===== src/rtl/camera_capture_ctrl_if.sv =====
// Sensor-style video bus (data, frame valid, line valid) shared by the
// raw sensor pins and the gated output toward the Bayer stage.
interface camera_capture_ctrl_if;
    logic [11:0] D;
    logic        FVAL;
    logic        LVAL;

    modport master (output D, FVAL, LVAL);
    modport slave  (input  D, FVAL, LVAL);
endinterface


===== src/rtl/camera_capture_ctrl.sv =====
// Frame-level capture sequencer: gates whole sensor frames into the pixel
// pipeline, with decimation, single-shot, overflow abort and geometry checks.
module camera_capture_ctrl #(
    parameter int VIDEO_W = 1920,
    parameter int VIDEO_H = 1080,
    parameter int SKIP_W  = 4
) (
    input  logic                   CAMERA_PIXCLK,
    input  logic                   reset_n,
    camera_capture_ctrl_if.slave   cam_if,
    camera_capture_ctrl_if.master  out_if,
    input  logic                   cfg_run,
    input  logic                   cfg_single,
    input  logic [SKIP_W-1:0]      cfg_skip,
    input  logic                   fifo_full,
    input  logic                   err_clr,
    output logic                   busy,
    output logic                   frame_done,
    output logic [15:0]            frame_cnt,
    output logic [15:0]            ovf_cnt,
    output logic                   size_err,
    output logic                   ovf_err
);
    typedef enum logic [2:0] {IDLE, WAIT_GAP, ARMED, CAPTURE, SKIP} state_e;

    state_e              state_q, state_d;
    logic                run_meta_q, run_s_q;
    logic                fval_prev_q, lval_prev_q;
    logic                single_done_q, single_done_d;
    logic [SKIP_W-1:0]   skip_cnt_q, skip_cnt_d;
    logic                abort_q, abort_d;
    logic [15:0]         pix_cnt_q, pix_cnt_d, line_cnt_q, line_cnt_d;
    logic [15:0]         frame_cnt_q, frame_cnt_d, ovf_cnt_q, ovf_cnt_d;
    logic                size_err_q, size_err_d, ovf_err_q, ovf_err_d;
    logic                frame_done_q, frame_done_d, busy_q;
    logic [11:0]         out_d_q;
    logic                out_fval_q, out_lval_q;

    logic                fstart, fend, lval_fall, cap_next, in_frame;
    logic                ovf_hit, size_hit;
    logic [15:0]         pix_base, line_base;

    function automatic logic [15:0] sat_inc(input logic [15:0] v);
        return (v == 16'hFFFF) ? v : v + 16'd1;
    endfunction

    assign fstart    = cam_if.FVAL & ~fval_prev_q;
    assign fend      = ~cam_if.FVAL & fval_prev_q;
    assign lval_fall = ~cam_if.LVAL & lval_prev_q;

    always_comb begin
        state_d       = state_q;
        skip_cnt_d    = skip_cnt_q;
        // A finished single shot holds off re-arming until run is dropped.
        single_done_d = single_done_q & run_s_q;
        frame_done_d  = 1'b0;
        case (state_q)
            IDLE: begin
                skip_cnt_d = '0;
                if (run_s_q && !single_done_q) state_d = WAIT_GAP;
            end
            WAIT_GAP: if (!cam_if.FVAL) state_d = ARMED;
            ARMED: begin
                if (!run_s_q) begin
                    state_d = IDLE;
                end else if (fstart) begin
                    if (skip_cnt_q == '0) begin
                        state_d    = CAPTURE;
                        skip_cnt_d = cfg_skip;
                    end else begin
                        state_d    = SKIP;
                        skip_cnt_d = skip_cnt_q - 1'b1;
                    end
                end
            end
            SKIP: if (fend) state_d = run_s_q ? ARMED : IDLE;
            CAPTURE: begin
                if (fend) begin
                    frame_done_d  = 1'b1;
                    single_done_d = cfg_single & run_s_q;
                    state_d       = (cfg_single || !run_s_q) ? IDLE : ARMED;
                end
            end
            default: state_d = IDLE;
        endcase
    end

    assign cap_next = (state_d == CAPTURE);
    // Include the frame-end cycle so a line closing with FVAL still counts.
    assign in_frame = cap_next | (state_q == CAPTURE);

    always_comb begin
        pix_base   = (state_q != CAPTURE) ? 16'd0 : pix_cnt_q;
        line_base  = (state_q != CAPTURE) ? 16'd0 : line_cnt_q;
        pix_cnt_d  = pix_cnt_q;
        line_cnt_d = line_cnt_q;
        size_hit   = 1'b0;
        abort_d    = fstart ? 1'b0 : abort_q;
        if (state_q == CAPTURE && fifo_full) abort_d = 1'b1;
        ovf_hit    = (state_q == CAPTURE) & fifo_full & ~abort_q;
        if (in_frame) begin
            pix_cnt_d  = pix_base;
            line_cnt_d = line_base;
            if (cam_if.LVAL && cam_if.FVAL) begin
                pix_cnt_d = sat_inc(pix_base);
            end else if (lval_fall && state_q == CAPTURE) begin
                if (pix_base != 16'(VIDEO_W) && !abort_d) size_hit = 1'b1;
                pix_cnt_d  = '0;
                line_cnt_d = sat_inc(line_base);
            end
        end
        if (state_q == CAPTURE && fend && !abort_d && line_cnt_d != 16'(VIDEO_H))
            size_hit = 1'b1;
        frame_cnt_d = frame_done_d ? frame_cnt_q + 16'd1 : frame_cnt_q;
        ovf_cnt_d   = ovf_hit ? ovf_cnt_q + 16'd1 : ovf_cnt_q;
        size_err_d  = size_hit | (size_err_q & ~err_clr);
        ovf_err_d   = ovf_hit | (ovf_err_q & ~err_clr);
    end

    always_ff @(posedge CAMERA_PIXCLK or negedge reset_n) begin
        if (!reset_n) begin
            state_q       <= IDLE;
            run_meta_q    <= 1'b0;
            run_s_q       <= 1'b0;
            fval_prev_q   <= 1'b0;
            lval_prev_q   <= 1'b0;
            single_done_q <= 1'b0;
            skip_cnt_q    <= '0;
            abort_q       <= 1'b0;
            pix_cnt_q     <= '0;
            line_cnt_q    <= '0;
            frame_cnt_q   <= '0;
            ovf_cnt_q     <= '0;
            size_err_q    <= 1'b0;
            ovf_err_q     <= 1'b0;
            frame_done_q  <= 1'b0;
            busy_q        <= 1'b0;
            out_d_q       <= '0;
            out_fval_q    <= 1'b0;
            out_lval_q    <= 1'b0;
        end else begin
            state_q       <= state_d;
            run_meta_q    <= cfg_run;
            run_s_q       <= run_meta_q;
            fval_prev_q   <= cam_if.FVAL;
            lval_prev_q   <= cam_if.LVAL;
            single_done_q <= single_done_d;
            skip_cnt_q    <= skip_cnt_d;
            abort_q       <= abort_d;
            pix_cnt_q     <= pix_cnt_d;
            line_cnt_q    <= line_cnt_d;
            frame_cnt_q   <= frame_cnt_d;
            ovf_cnt_q     <= ovf_cnt_d;
            size_err_q    <= size_err_d;
            ovf_err_q     <= ovf_err_d;
            frame_done_q  <= frame_done_d;
            // Registered so busy falls the cycle after frame_done.
            busy_q        <= (state_q != IDLE);
            out_d_q       <= cap_next ? cam_if.D : 12'd0;
            out_fval_q    <= cam_if.FVAL & cap_next;
            out_lval_q    <= cam_if.LVAL & cam_if.FVAL & cap_next & ~abort_d;
        end
    end

    assign out_if.D    = out_d_q;
    assign out_if.FVAL = out_fval_q;
    assign out_if.LVAL = out_lval_q;
    assign busy        = busy_q;
    assign frame_done  = frame_done_q;
    assign frame_cnt   = frame_cnt_q;
    assign ovf_cnt     = ovf_cnt_q;
    assign size_err    = size_err_q;
    assign ovf_err     = ovf_err_q;
endmodule


===== src/flat_wrapper.sv =====
// flat-port wrapper written by rule: the top's interface ports become plain ports
module camera_capture_ctrl_flat 
#(
    parameter int VIDEO_W = 1920,
    parameter int VIDEO_H = 1080,
    parameter int SKIP_W  = 4
)
  (CAMERA_PIXCLK, reset_n, cfg_run, cfg_single, cfg_skip, fifo_full, err_clr, busy, frame_done, frame_cnt, ovf_cnt, size_err, ovf_err, cam_if_D, cam_if_FVAL, cam_if_LVAL, out_if_D, out_if_FVAL, out_if_LVAL);
  camera_capture_ctrl_if cam_if_i ();
  camera_capture_ctrl_if out_if_i ();
  input  logic CAMERA_PIXCLK;
  input  logic reset_n;
  input  logic cfg_run;
  input  logic cfg_single;
  input  logic [SKIP_W-1:0] cfg_skip;
  input  logic fifo_full;
  input  logic err_clr;
  output logic busy;
  output logic frame_done;
  output logic [15:0] frame_cnt;
  output logic [15:0] ovf_cnt;
  output logic size_err;
  output logic ovf_err;
  input wire logic [$bits(cam_if_i.D)-1:0] cam_if_D;
  input wire logic [$bits(cam_if_i.FVAL)-1:0] cam_if_FVAL;
  input wire logic [$bits(cam_if_i.LVAL)-1:0] cam_if_LVAL;
  output wire logic [$bits(out_if_i.D)-1:0] out_if_D;
  output wire logic [$bits(out_if_i.FVAL)-1:0] out_if_FVAL;
  output wire logic [$bits(out_if_i.LVAL)-1:0] out_if_LVAL;
  assign cam_if_i.D = cam_if_D;
  assign cam_if_i.FVAL = cam_if_FVAL;
  assign cam_if_i.LVAL = cam_if_LVAL;
  assign out_if_D = out_if_i.D;
  assign out_if_FVAL = out_if_i.FVAL;
  assign out_if_LVAL = out_if_i.LVAL;
  camera_capture_ctrl #(.VIDEO_W(VIDEO_W), .VIDEO_H(VIDEO_H), .SKIP_W(SKIP_W)) u_core (.CAMERA_PIXCLK(CAMERA_PIXCLK), .reset_n(reset_n), .cam_if(cam_if_i), .out_if(out_if_i), .cfg_run(cfg_run), .cfg_single(cfg_single), .cfg_skip(cfg_skip), .fifo_full(fifo_full), .err_clr(err_clr), .busy(busy), .frame_done(frame_done), .frame_cnt(frame_cnt), .ovf_cnt(ovf_cnt), .size_err(size_err), .ovf_err(ovf_err));
endmodule

===== config.mk =====
export PLATFORM = sky130hd
export DESIGN_NAME = camera_capture_ctrl_flat
export DESIGN_NICKNAME = d
export VERILOG_FILES = /design/src/rtl/camera_capture_ctrl_if.sv /design/src/rtl/camera_capture_ctrl.sv /design/src/flat_wrapper.sv
export SDC_FILE = /design/constraint.sdc
export NUM_CORES = 1
export LEC_CHECK = 0
export BUFFER_PORTS_ARGS = -buffer_cell sky130_fd_sc_hd__buf_2
export CORE_UTILIZATION = 40
export CTS_BUF_LIST = sky130_fd_sc_hd__clkbuf_16
export CTS_CLUSTER_SIZE = 16
export DETAILED_ROUTE_END_ITERATION = 6
export GPL_TIMING_DRIVEN = 0
export SLEW_MARGIN = 40
export SYNTH_ARGS = -nofsm -noshare
export SYNTH_HDL_FRONTEND = slang
export SYNTH_SLANG_ARGS = --single-unit

===== constraint.sdc =====
create_clock -name CAMERA_PIXCLK -period 3.1 [get_ports CAMERA_PIXCLK]
set_input_delay 0.155 -clock CAMERA_PIXCLK [delete_from_list [all_inputs] [get_ports CAMERA_PIXCLK]]
set_output_delay 0.155 -clock CAMERA_PIXCLK [all_outputs]
set_load 0.1 [all_outputs]

# Word level (Yosys, flattened, before mapping)
# Cells that the tools add are included.
dict set report op_classes {
  add_sub_neg 5
  n_eq_ne 12
  muxes 35
  bitwise 22
  n_reduce_logical 17
}
# cell count
set op_table {}
lappend op_table {{16-bit 2-to-1 mux} 9}
lappend op_table {{16-bit by 1-bit adder with 16-bit output (second input constant)} 4}
lappend op_table {{16-bit == test (second input constant)} 2}
lappend op_table {{16-bit by 11-bit != test with 1-bit output (second input constant)} 2}
lappend op_table {{3-bit 2-to-1 mux} 7}
lappend op_table {{3-bit case mux with 5 select lines} 1}
lappend op_table {{1-bit AND} 13}
lappend op_table {{12-bit 2-to-1 mux} 1}
lappend op_table {{4-bit 2-to-1 mux} 3}
lappend op_table {{1-bit 2-to-1 mux} 11}
lappend op_table {{3-bit by 2-bit == test with 1-bit output (second input constant)} 3}
lappend op_table {{1-bit logical AND} 8}
lappend op_table {{4-bit case mux with 2 select lines} 1}
lappend op_table {{1-bit inverter} 6}
lappend op_table {{4-bit zero test} 1}
lappend op_table {{2-bit 2-to-1 mux} 2}
lappend op_table {{2-bit by 1-bit != test with 1-bit output (second input constant)} 2}
lappend op_table {{4-bit by 1-bit subtractor with 4-bit output (second input constant)} 1}
lappend op_table {{3-bit by 1-bit == test with 1-bit output (second input constant)} 1}
lappend op_table {{3-bit == test (second input constant)} 1}
lappend op_table {{1-bit zero test} 3}
lappend op_table {{3-bit zero test} 1}
lappend op_table {{3-bit by 2-bit != test with 1-bit output (second input constant)} 1}
lappend op_table {{1-bit bitwise OR} 3}
lappend op_table {{4 further kinds} 4}
dict set report word_totals {
  regBits 95
  inputBits 24
  out_inout_bits 50
  elab_cells 110
}

# Depth between registers and ports, before layout
# Gate-level depths: netlist (run 1).
dict set report logic_depth {
  word_depth 12
  ltp_mapped 14
  mapped_depth_nobuf 10
}

# Least setup slack after synthesis (run 1)
# Ideal clock, no wire load.
dict set report synth_path {
  path_kind {register -> register}
  from {register u_core.state_q[2]}
  to {register u_core.size_err_q (netlist: u_core.size_err)}
  setup_ns 0.134
  arrival_time_ns 3.171
  t_required_ns 2.966
  path_slack_ns -0.205
  stages_incl_launch_ff 15
  synth_period_minus_slack_ns 3.305
  path_cell_list {dfrtp_1 and3b_1 buf_6 clkbuf_1 clkbuf_1 and2_1 ha_1 and2_1 clkbuf_1 nand3_1 nor4_1 xnor2_1 or4_1 nor4_2 a31oi_1}
}
dict set report synth_via {
  elab_chain_len 11
}
# element line_no
set synth_lines {}
lappend synth_lines {{from (decl)} camera_capture_ctrl.sv:26} ;# state_e state_q, state_d;
lappend synth_lines {{from (signal assigned)} camera_capture_ctrl.sv:142} ;# state_q <= state_d;
lappend synth_lines {{3-bit by 2-bit != test with 1-bit output} camera_capture_ctrl.sv:94} ;# line_base = (state_q != CAPTURE) ? 16'd0 : line_cnt_q;
lappend synth_lines {{16-bit 2-to-1 mux} camera_capture_ctrl.sv:94}
lappend synth_lines {{16-bit by 1-bit adder with 16-bit output / 16-bit == test (equally long branches)} camera_capture_ctrl.sv:44} ;# return (v == 16'hFFFF) ? v : v + 16'd1;
lappend synth_lines {{16-bit 2-to-1 mux} camera_capture_ctrl.sv:44}
lappend synth_lines {{16-bit 2-to-1 mux} camera_capture_ctrl.sv:106} ;# end else if (lval_fall && state_q == CAPTURE) begin
lappend synth_lines {{16-bit 2-to-1 mux} camera_capture_ctrl.sv:104} ;# if (cam_if.LVAL && cam_if.FVAL) begin
lappend synth_lines {{16-bit 2-to-1 mux *} camera_capture_ctrl.sv:101} ;# if (in_frame) begin
lappend synth_lines {{via u_core.line_cnt_d[14]} camera_capture_ctrl.sv:32} ;# logic [15:0] pix_cnt_q, pix_cnt_d, line_cnt_q, line_cnt_d;
lappend synth_lines {{16-bit by 11-bit != test with 1-bit output *} camera_capture_ctrl.sv:112} ;# if (state_q == CAPTURE && fend && !abort_d && line_cnt_d != 16'(VIDEO_H))
lappend synth_lines {{1-bit logical AND *} camera_capture_ctrl.sv:112}
lappend synth_lines {{1-bit 2-to-1 mux *} camera_capture_ctrl.sv:112}
lappend synth_lines {{1-bit bitwise OR *} camera_capture_ctrl.sv:116} ;# size_err_d = size_hit | (size_err_q & ~err_clr);
lappend synth_lines {{via u_core.size_err_d} camera_capture_ctrl.sv:34} ;# logic size_err_q, size_err_d, ovf_err_q, ovf_err_d;
lappend synth_lines {{to (signal assigned)} camera_capture_ctrl.sv:154} ;# size_err_q <= size_err_d;
lappend synth_lines {{to (decl)} camera_capture_ctrl.sv:34}
# Mark *: on every way through the listed nets, which the timed path passes. The rest lies on a longest branch.
# A chain may end at the register's enable or synchronous reset.

# Final worst setup path (run 1)
dict set report layout_path {
  from {register u_core.state_q[1]}
  to {register u_core.size_err_q (netlist: u_core.size_err)}
}
# The elaborated chain is that of the path after synthesis.

==> results of run 1 <==
[cell type report]
class                           instances  area [um^2]  share of cell area (%)
Buffer                                 11         98.8                    1.68
Clock buffer                            9          225                    3.84
Clock inverter                          7         77.6                    1.32
Inverter                               13         48.8                   0.832
Multi-Input combinational cell        318         2220                    37.9
Sequential cell                        95         2380                    40.6
Tap cell                              140          175                    2.99
Timing Repair Buffer                  102          636                    10.8
[critical path: stages, from the launching register on]
cell,delay [ns]
dfrtp_2,0.41
and3b_1,0.19
buf_6,0.12
clkbuf_16,0.14
clkbuf_16,0.13
and2_4,0.16
ha_4,0.15
and2_4,0.20
a2111oi_4,0.43
xnor2_2,0.14
or4_4,0.54
nor4_4,0.13
a31oi_1,0.13
[Yosys cell counts, types with 3 or more instances]
cell      instances
inv_1            13
clkbuf_1         10
or3_1             4
nor2_1           25
nand2_1          48
nand4_1          15
o211ai_1          5
and3_1           14
xnor2_1          28
nor2b_1           5
a31oi_1           5
dfrtp_1          95
o21ai_0           8
and4_1            6
nor4_1            6
nand3_1          25
xor2_1           14
ha_1              7
mux2i_1           9
and2_1           19
nor3_1            5
o211a_1           3
o22ai_1           3
nand2b_1          4
a21oi_1          22
[through the flow]
stage,area [um^2],std cells
6_report,5870,695
4_1_cts,5790,689
2_1_floorplan,4570,438
3_5_place_dp,5150,652
5_1_grt,5870,695
3_3_place_gp,5110,651
[power breakdown]
part	internal, uW	switching, uW
registers	1390	133
logic	392	1140
clock network	636	509
total	2420	1780
[sequential cells by signal, indices dropped and copies added, names as in the netlist, 3 cells and up]
signal / cells
u_core.line_cnt_q: 16
u_core.out_if.D: 12
u_core.frame_cnt: 16
u_core.pix_cnt_q: 16
u_core.state_q: 3
u_core.skip_cnt_q: 4
u_core.ovf_cnt: 16
[cells by family (layout without fill, tap and decap cells)]
family,count (synthesis),after routing,synth area share [%]
DFF,95,95,52.2
buffers and inverters,25,142,2.39
and+or+nand+nor,194,194,23.2
AOI/OAI and AO/OA,64,64,9.68
adders and majority gates,7,7,1.92
xor gates and xnor gates,42,42,8.08
muxes,11,11,2.47
[final timing paths]
| path | from | to | slack, ns | cells past startpoint |
|---|---|---|---|---|
| setup / recovery | u_core.state_q[1] | u_core.size_err | 0.09 | 12 |
| hold / removal | cam_if_D[8] | u_core.out_if.D[8] | 0.01 | 2 |
| setup reg to reg | u_core.state_q[1] | u_core.size_err | 0.09 | 12 |
| hold reg to reg | u_core.run_meta_q | u_core.run_s_q | 0.36 | 0 |
| max in group asynchronous | reset_n | u_core.state_q[0] | 2.26 | 3 |
| min in group asynchronous | reset_n | u_core.ovf_cnt[11] | 0.29 | 2 |
[layer usage]
| metal | GRT usage (%) | vias to the layer above | part of all wire [%] | routed length [um] |
|---|---|---|---|---|
| met2 | 30.2 | 106 | 47 | 4990 |
| met3 | 4.96 | 21 | 5.3 | 565 |
| met5 | 0 | - | 0 | 0 |
| met4 | 9.36 | 0 | 2.5 | 267 |
| met1 | 25.0 | 1823 | 45 | 4840 |
| li1 | - | 1790 | - | - |
[repair_timing]
| action | in CTS | in global routing |
|---|---|---|
| hold buffers | 9 | 0 |
| hold endpoints to repair | 53 | 0 |
| setup endpoints to repair | 10 | 25 |
| setup buffers | 12 | 7 |
| pin swaps | 12 | 11 |
| gates resized for setup | 26 | 7 |
==> run_results.csv, run 1 <==
group,metric,value,unit
die,pin_count,74,
pwr,cellPowerDensity,716,nW/um^2
logic_synthesis,synth_top_area_share,52.2,%
logic_synthesis,synth_edf_count,0,
sta,rsz0062_at_grt,"no",
logic_synthesis,synth_area,4550,um^2
drt,wirelength,10700,um
global_routing,gr-usage-all-layers,19.3,%
logic_synthesis,synthArstFlopShare,100,%
die,coreArea,11000,um^2
clock_tree,clock_latency,0.35,ns
global_routing,grt_pass1_wl,17400,um
cells_and_area,nFillCells,988,
logic_synthesis,synthCells,438,
pwr,power_leakage,0.00279,uW
die,dieHeight,109,um
drt,firstDrtPassIters,4,
die,fp.dieArea,11800,um^2
place,dp_hpwl,7300,um
place,globalplace.congestion,0.798,
sta,fmax,332,MHz
cells_and_area,drive_gt1_share,25.2,%
clock_tree,h-tree-depth,3,
status,outcome,"finished, final reports clean",
critical_path,crit_type,"reg2reg",
global_routing,grt_max_degree,51,
pwr,ir_drop,730,uV
cells_and_area,layout.nets,581,
logic_synthesis,ys_seq_area_share,52.2,%
drt,drt_iter0_drc,183,
sta,hold_violations,0,
sta,layout_setup_ws,0.0866,ns
logic_synthesis,syn_area_per_cell,10.4,um^2
global_routing,first_global_vias,3592,
sta,slew_headroom,52.0,%
die,die_width,109,um
clock_tree,clockRootBuffer,"clkbuf_16",
sta,setup_violations,0,
cells_and_area,final_cell_mix,"dfrtp_1 (92), buf_2 (72), nand2_1 (48), xnor2_1 (26), nor2_1 (25)",
cells_and_area,area_growth,28.9,%
clock_tree,cts_tree,"done",
logic_synthesis,synth_ff_type,"dfrtp_1",
critical_path,critPathMaxFanout,6,
cells_and_area,final_util,53.4,%
drt,num_vias,3740,
critical_path,startpoint_type,"flop",
sta,worst_pin_slew,0.713,ns
sta,finClkSkew,0.00764,ns
critical_path,arrival,3.23,ns
logic_synthesis,yosys.area.top_type,"dfrtp_1",
sta,layout_min_cycle_time,3.01,ns
job,maxCapViolations,0,
critical_path,worstPathRequired,3.32,ns
pwr,total_power,4200,uW
logic_synthesis,yosysWarnings,0,
logic_synthesis,ys_ff_latch,95,
drt,routed_via_density,5.38,
logic_synthesis,synth_cell_types,53,
cells_and_area,n_antenna_cell,0,
sta,maxSlewViolCount,0,
drt,drc_errors,0,
logic_synthesis,syn_nets,469,
die,num_rows,38,
global_routing,antenna_found_initial,0,
drt,route.antenna.remaining_nets,0,
worst_hold_path,hold_class,"in2reg",
clock_tree,numCtsBuffers,9,
sta,period_share,97.2,%
clock_tree,clk_pin_slew,0.07,ns
critical_path,end_kind,"flop",
logic_synthesis,synthTopCellsByArea,"dfrtp_1 (52%), xnor2_1 (5.4%), nand2_1 (4.0%)",
global_routing,overflow,0,
sta,hold_ws,0.0107,ns
drt,routedWlPerCell,15.3,um
place,pre_cts_ws,-0.563,ns
cells_and_area,final_common_cell,"dfrtp_1",
die,initial_core_util,41.4,%
clock_tree,numClockSinks,95,
place,port_buffers,73,
sta,tns,0,ns
clock_tree,clockBufferDepth,2,
Power figures use the tool's default switching activity.
==> inputs of run 2 (changes only) <==
--- a/config.mk
+++ b/config.mk
@@ -7,7 +7,7 @@
 export LEC_CHECK = 0
 export BUFFER_PORTS_ARGS = -buffer_cell sky130_fd_sc_hd__buf_2
 export CORE_UTILIZATION = 40
-export CTS_BUF_LIST = sky130_fd_sc_hd__clkbuf_16
+export CTS_BUF_LIST = sky130_fd_sc_hd__clkbuf_4 sky130_fd_sc_hd__clkbuf_8
 export CTS_CLUSTER_SIZE = 16
 export DETAILED_ROUTE_END_ITERATION = 6
 export GPL_TIMING_DRIVEN = 0
==> run_results.csv, run 2 (synthesis results as in run 1) <==
group,metric,value,unit
die,die_width,109,um
critical_path,end_kind,"flop",
global_routing,overflow,0,
global_routing,use_met3,4.36,%
critical_path,cp_num_buf_inv,3,
place,dp_hpwl,7300,um
die,coreArea,11000,um^2
place,pre_cts_ws,-0.563,ns
pwr,power.internal,2170,uW
sta,period_share,97.5,%
cells_and_area,final_util,53.3,%
critical_path,crit_family,"simple AND/OR/NAND/NOR gates",
pwr,combPwrFrac,39.3,%
critical_path,arrival,3.27,ns
cells_and_area,nFillCells,984,
clock_tree,numClockSinks,95,
critical_path,crit_type,"reg2reg",
sta,layout_setup_ws,0.0770,ns
sta,hold_violations,0,
status,outcome,"finished, final reports clean",
cells_and_area,area_growth,28.6,%
drt,wirelength,10700,um
critical_path,cpPeakStageDelay,0.54,ns
place,globalplace.congestion,0.798,
job,maxCapViolations,0,
critical_path,critPathMaxFanout,6,
global_routing,antenna_found_initial,0,
pwr,seq_power_share,39.0,%
worst_hold_path,hold_class,"in2reg",
drt,num_vias,3767,
pwr,netSwitchingFraction,44.4,%
clock_tree,clock_latency,0.38,ns
cells_and_area,multi_input_area,2220,um^2
cells_and_area,layout.nets,590,
die,fp.dieArea,11800,um^2
die,num_rows,38,
drt,drt_iter0_drc,167,
drt,routed_via_density,5.35,
clock_tree,h-tree-depth,3,
critical_path,startpoint_type,"flop",
sta,worst_pin_slew,0.706,ns
critical_path,worstPathRequired,3.35,ns
clock_tree,numCtsBuffers,9,
clock_tree,clk_pin_slew,0.10,ns
clock_tree,clockRootBuffer,"clkbuf_8",
place,port_buffers,73,
cells_and_area,final_cell_mix,"dfrtp_1 (92), buf_2 (72), nand2_1 (48), xnor2_1 (26), nor2_1 (25)",
sta,setup_violations,0,
cells_and_area,n_antenna_cell,0,
pwr,pwr-share-clk,21.7,%
drt,routedWlPerCell,15.3,um
pwr,power_leakage,0.00279,uW
die,dieHeight,109,um
critical_path,crit_slowest_cell,"or4_4",
clock_tree,cts_tree,"done",
sta,fmax,331,MHz
sta,rsz0062_at_grt,"no",
global_routing,met2_usage,30.6,%
pwr,p_switching,1740,uW
global_routing,grt_pass1_wl,17400,um
critical_path,cp_cell_sequence,"and3b_1, buf_6, clkbuf_16, clkbuf_16, and2_4, ha_4, and2_4, a2111oi_4, xnor2_2, or4_4, nor4_4, a31oi_1",
drt,drc_errors,0,
sta,slew_headroom,52.5,%
global_routing,first_global_vias,3633,
sta,layout_min_cycle_time,3.02,ns
cells_and_area,drive_gt1_share,25.0,%
sta,tns,0,ns
pwr,ir_drop,728,uV
global_routing,use_met1,25.2,%
cells_and_area,register_area,2380,um^2
global_routing,gr-usage-all-layers,19.3,%
die,initial_core_util,41.4,%
clock_tree,clockBufferDepth,2,
global_routing,grt_max_degree,51,
die,pin_count,74,
cells_and_area,final_common_cell,"dfrtp_1",
global_routing,grt-busiest-layer,"met2",
drt,route.antenna.remaining_nets,0,
drt,firstDrtPassIters,4,
sta,maxSlewViolCount,0,
sta,finClkSkew,0.0103,ns
pwr,cellPowerDensity,669,nW/um^2
==> run 2: path summary, 6_finish.rpt <==
kind	startpoint	end	slack, ns	depth (start not counted)
worst max-delay path	u_core.state_q[1]	u_core.size_err	0.08	12
worst min-delay path	cfg_skip[0]	u_core.skip_cnt_q[0]	0.06	3
worst max register to register	u_core.state_q[1]	u_core.size_err	0.08	12
worst min register to register	u_core.run_meta_q	u_core.run_s_q	0.36	0
max in group asynchronous	reset_n	u_core.line_cnt_q[4]	2.30	3
min in group asynchronous	reset_n	u_core.ovf_cnt[11]	0.25	2
==> run 2: repair_timing <==
action                                 CTS  global route
pin swaps                               12            11
endpoints found under the hold margin   61             0
hold buffers                            17             0
setup endpoints to repair               10            25
resized for setup                       26             7
setup buffers                           12             8
==> run 2: cell type report <==
cell class,instances,share of cell area (%)
Sequential cell,95,40.7
Multi-Input combinational cell,318,38.0
Timing Repair Buffer,111,12.4
Tap cell,140,2.99
Clock buffer,9,2.12
Buffer,11,1.69
Clock inverter,7,1.33
Inverter,13,0.834
==> run 2: power by group through the flow <==
stage               clock, uW  sequential, uW  combinational (uW)
floorplan                   0            2220                 428
detailed placement          0            1560                1390
global route              931            1550                1640
CTS                       885            1520                1520
finish                    850            1530                1540
global placement            0            1550                1380
==> run 2: stage by stage <==
step	std cells	cell area, um^2	hold slack (ns)	power (uW)
after floorplan	438	4570	-0.141	2640
after detailed placement	652	5150	0.0765	2960
after CTS	697	5770	0.0473	3930
after global routing	704	5850	0.0669	4130
final	704	5850	0.0623	3910
after global placement	651	5110	0.267	2930
==> run 2: worst reg2reg max path: stages, from the launching register on <==
cell,delay [ns]
dfrtp_2,0.42
and3b_1,0.19
buf_6,0.12
clkbuf_16,0.14
clkbuf_16,0.13
and2_4,0.16
ha_4,0.15
and2_4,0.20
a2111oi_4,0.43
xnor2_2,0.14
or4_4,0.54
nor4_4,0.13
a31oi_1,0.13
==> run 2: metal layers <==
metal  share of wire (%)  vias up
li1                    -     1801
met1                  46     1863
met2                  48       88
met3                 4.7       15
met4                 1.8        0
met5                   0        -
==> inputs of run 3 (changes only) <==
==> constraint.sdc (replaced) <==
create_clock -name CAMERA_PIXCLK -period 3.1 [get_ports CAMERA_PIXCLK]
set_input_delay 0 -clock CAMERA_PIXCLK [delete_from_list [all_inputs] [get_ports CAMERA_PIXCLK]]
set_output_delay 0 -clock CAMERA_PIXCLK [all_outputs]
set_load 0.1 [all_outputs]
==> run_results.csv, run 3 (synthesis results as in run 1) <==
group,metric,value,unit
worst_hold_path,hold_class,"in2async",
critical_path,reg2reg_slack,0.08,ns
pwr,cellPowerDensity,664,nW/um^2
sta,setup_violations,0,
sta,finClkSkew,0.0105,ns
sta,tns,0,ns
global_routing,grt_max_degree,51,
sta,hold_violations,0,
clock_tree,clockBufferDepth,2,
die,coreArea,11000,um^2
clock_tree,h-tree-depth,3,
global_routing,first_global_vias,3639,
cells_and_area,area_growth,29.9,%
sta,maxSlewViolCount,0,
critical_path,startpoint_type,"flop",
drt,routedWlPerCell,15.2,um
die,die_width,109,um
clock_tree,numClockSinks,95,
sta,slew_headroom,52.3,%
drt,num_vias,3784,
drt,drt_iter0_drc,165,
critical_path,r2r_cells,12,
place,dp_hpwl,7300,um
global_routing,overflow,0,
critical_path,cp_cell_sequence,"and3b_1, buf_6, clkbuf_16, clkbuf_16, and2_4, ha_4, and2_4, a2111oi_4, xnor2_2, or4_4, nor4_4, a31oi_1",
critical_path,end_kind,"flop",
job,maxCapViolations,0,
critical_path,crit_slowest_cell,"or4_4",
sta,fmax,331,MHz
critical_path,critPathMaxFanout,6,
cells_and_area,final_common_cell,"dfrtp_1",
cells_and_area,layout.nets,596,
sta,period_share,97.5,%
sta,layout_min_cycle_time,3.02,ns
status,outcome,"finished, final reports clean",
drt,wirelength,10800,um
critical_path,arrival,3.27,ns
drt,route.antenna.remaining_nets,0,
sta,rsz0062_at_grt,"no",
clock_tree,clockRootBuffer,"clkbuf_8",
global_routing,antenna_found_initial,0,
pwr,ir_drop,727,uV
critical_path,crit_type,"reg2reg",
cells_and_area,drive_gt1_share,24.7,%
drt,drc_errors,0,
critical_path,worstPathRequired,3.35,ns
cells_and_area,n_antenna_cell,0,
pwr,power_leakage,0.00281,uW
drt,firstDrtPassIters,4,
drt,routed_via_density,5.33,
critical_path,rr_startpoint,"u_core.state_q[1]",
die,fp.dieArea,11800,um^2
clock_tree,numCtsBuffers,9,
global_routing,grt_pass1_wl,17400,um
clock_tree,clk_pin_slew,0.10,ns
global_routing,gr-usage-all-layers,19.2,%
place,place_inst,652,
die,dieHeight,109,um
cells_and_area,final_cell_mix,"dfrtp_1 (92), buf_2 (72), nand2_1 (48), xnor2_1 (26), nor2_1 (25)",
clock_tree,cts_tree,"done",
sta,hold_ws,0.0909,ns
die,initial_core_util,41.4,%
cells_and_area,instances_no_fill,710,
clock_tree,clock_latency,0.38,ns
critical_path,cpPeakStageDelay,0.54,ns
critical_path,r2r_end,"u_core.size_err",
sta,worst_pin_slew,0.709,ns
die,pin_count,74,
die,num_rows,38,
place,globalplace.congestion,0.798,
place,port_buffers,73,
## run 3: final cells by class
cell class / count / area [um^2]
multi-input cells: 318 / 2220
fillers: 974 / 5070
well taps: 140 / 175
clock inverters: 7 / 77.6
repair buffers: 117 / 783
plain buffers: 11 / 98.8
inverters: 13 / 48.8
flip-flops and latches: 95 / 2380
clock buffers: 9 / 124
## run 3: repair_timing
item,in CTS,in global routing
buffers inserted,12,8
gates cloned,0,0
resized for setup,26,7
pin swaps,12,11
endpoints found under the hold margin,117,0
hold buffers,23,0
setup endpoints to repair,10,25
## run 3: stage by stage
| stage | power (uW) | worst slack [ns] | area, um^2 | util (%) |
|---|---|---|---|---|
| floorplan | 2640 | 0.0257 | 4570 | - |
| global placement | 2930 | -0.553 | 5110 | 46.5 |
| detailed placement | 2960 | -0.563 | 5150 | 46.9 |
| CTS | 3940 | -0.0146 | 5830 | 53.0 |
| global route | 4140 | 0.00151 | 5910 | 53.8 |
| finish | 3920 | 0.0784 | 5910 | 53.8 |
## run 3: metal layers
| layer | vias to the layer above | routed length, um | part of all wire [%] | global-route usage [%] |
|---|---|---|---|---|
| met5 | - | 0 | 0 | 0 |
| met4 | 0 | 206 | 1.9 | 8.40 |
| met3 | 17 | 558 | 5.2 | 4.36 |
| met2 | 108 | 5070 | 47 | 30.5 |
| met1 | 1843 | 4950 | 46 | 25.2 |
| li1 | 1816 | - | - | - |
## run 3: worst max path at each step
| stage | start | end | cells past startpoint |
|---|---|---|---|
| floorplan | u_core.state_q[1] | u_core.size_err | 13 |
| global placement | u_core.state_q[1] | u_core.size_err | 13 |
| detailed placement | u_core.state_q[1] | u_core.size_err | 13 |
| CTS | u_core.state_q[0] | u_core.size_err | 13 |
| global route | u_core.state_q[1] | u_core.size_err | 12 |
| finish | u_core.state_q[1] | u_core.size_err | 12 |
## run 3: worst max-delay path: cells and delay by family, from the launching register on
kind            cells  cell delay (ns)
simple gates        5             1.22
compound gates      2             0.56
flops               1             0.42
buf+inv             3             0.39
fa+ha+maj           1             0.15
xor+xnor            1             0.14
## run 3: report_power, final
group	switching, uW	internal (uW)
sequential	134	1390
combinational	1140	407
clock	469	383
total	1740	2180
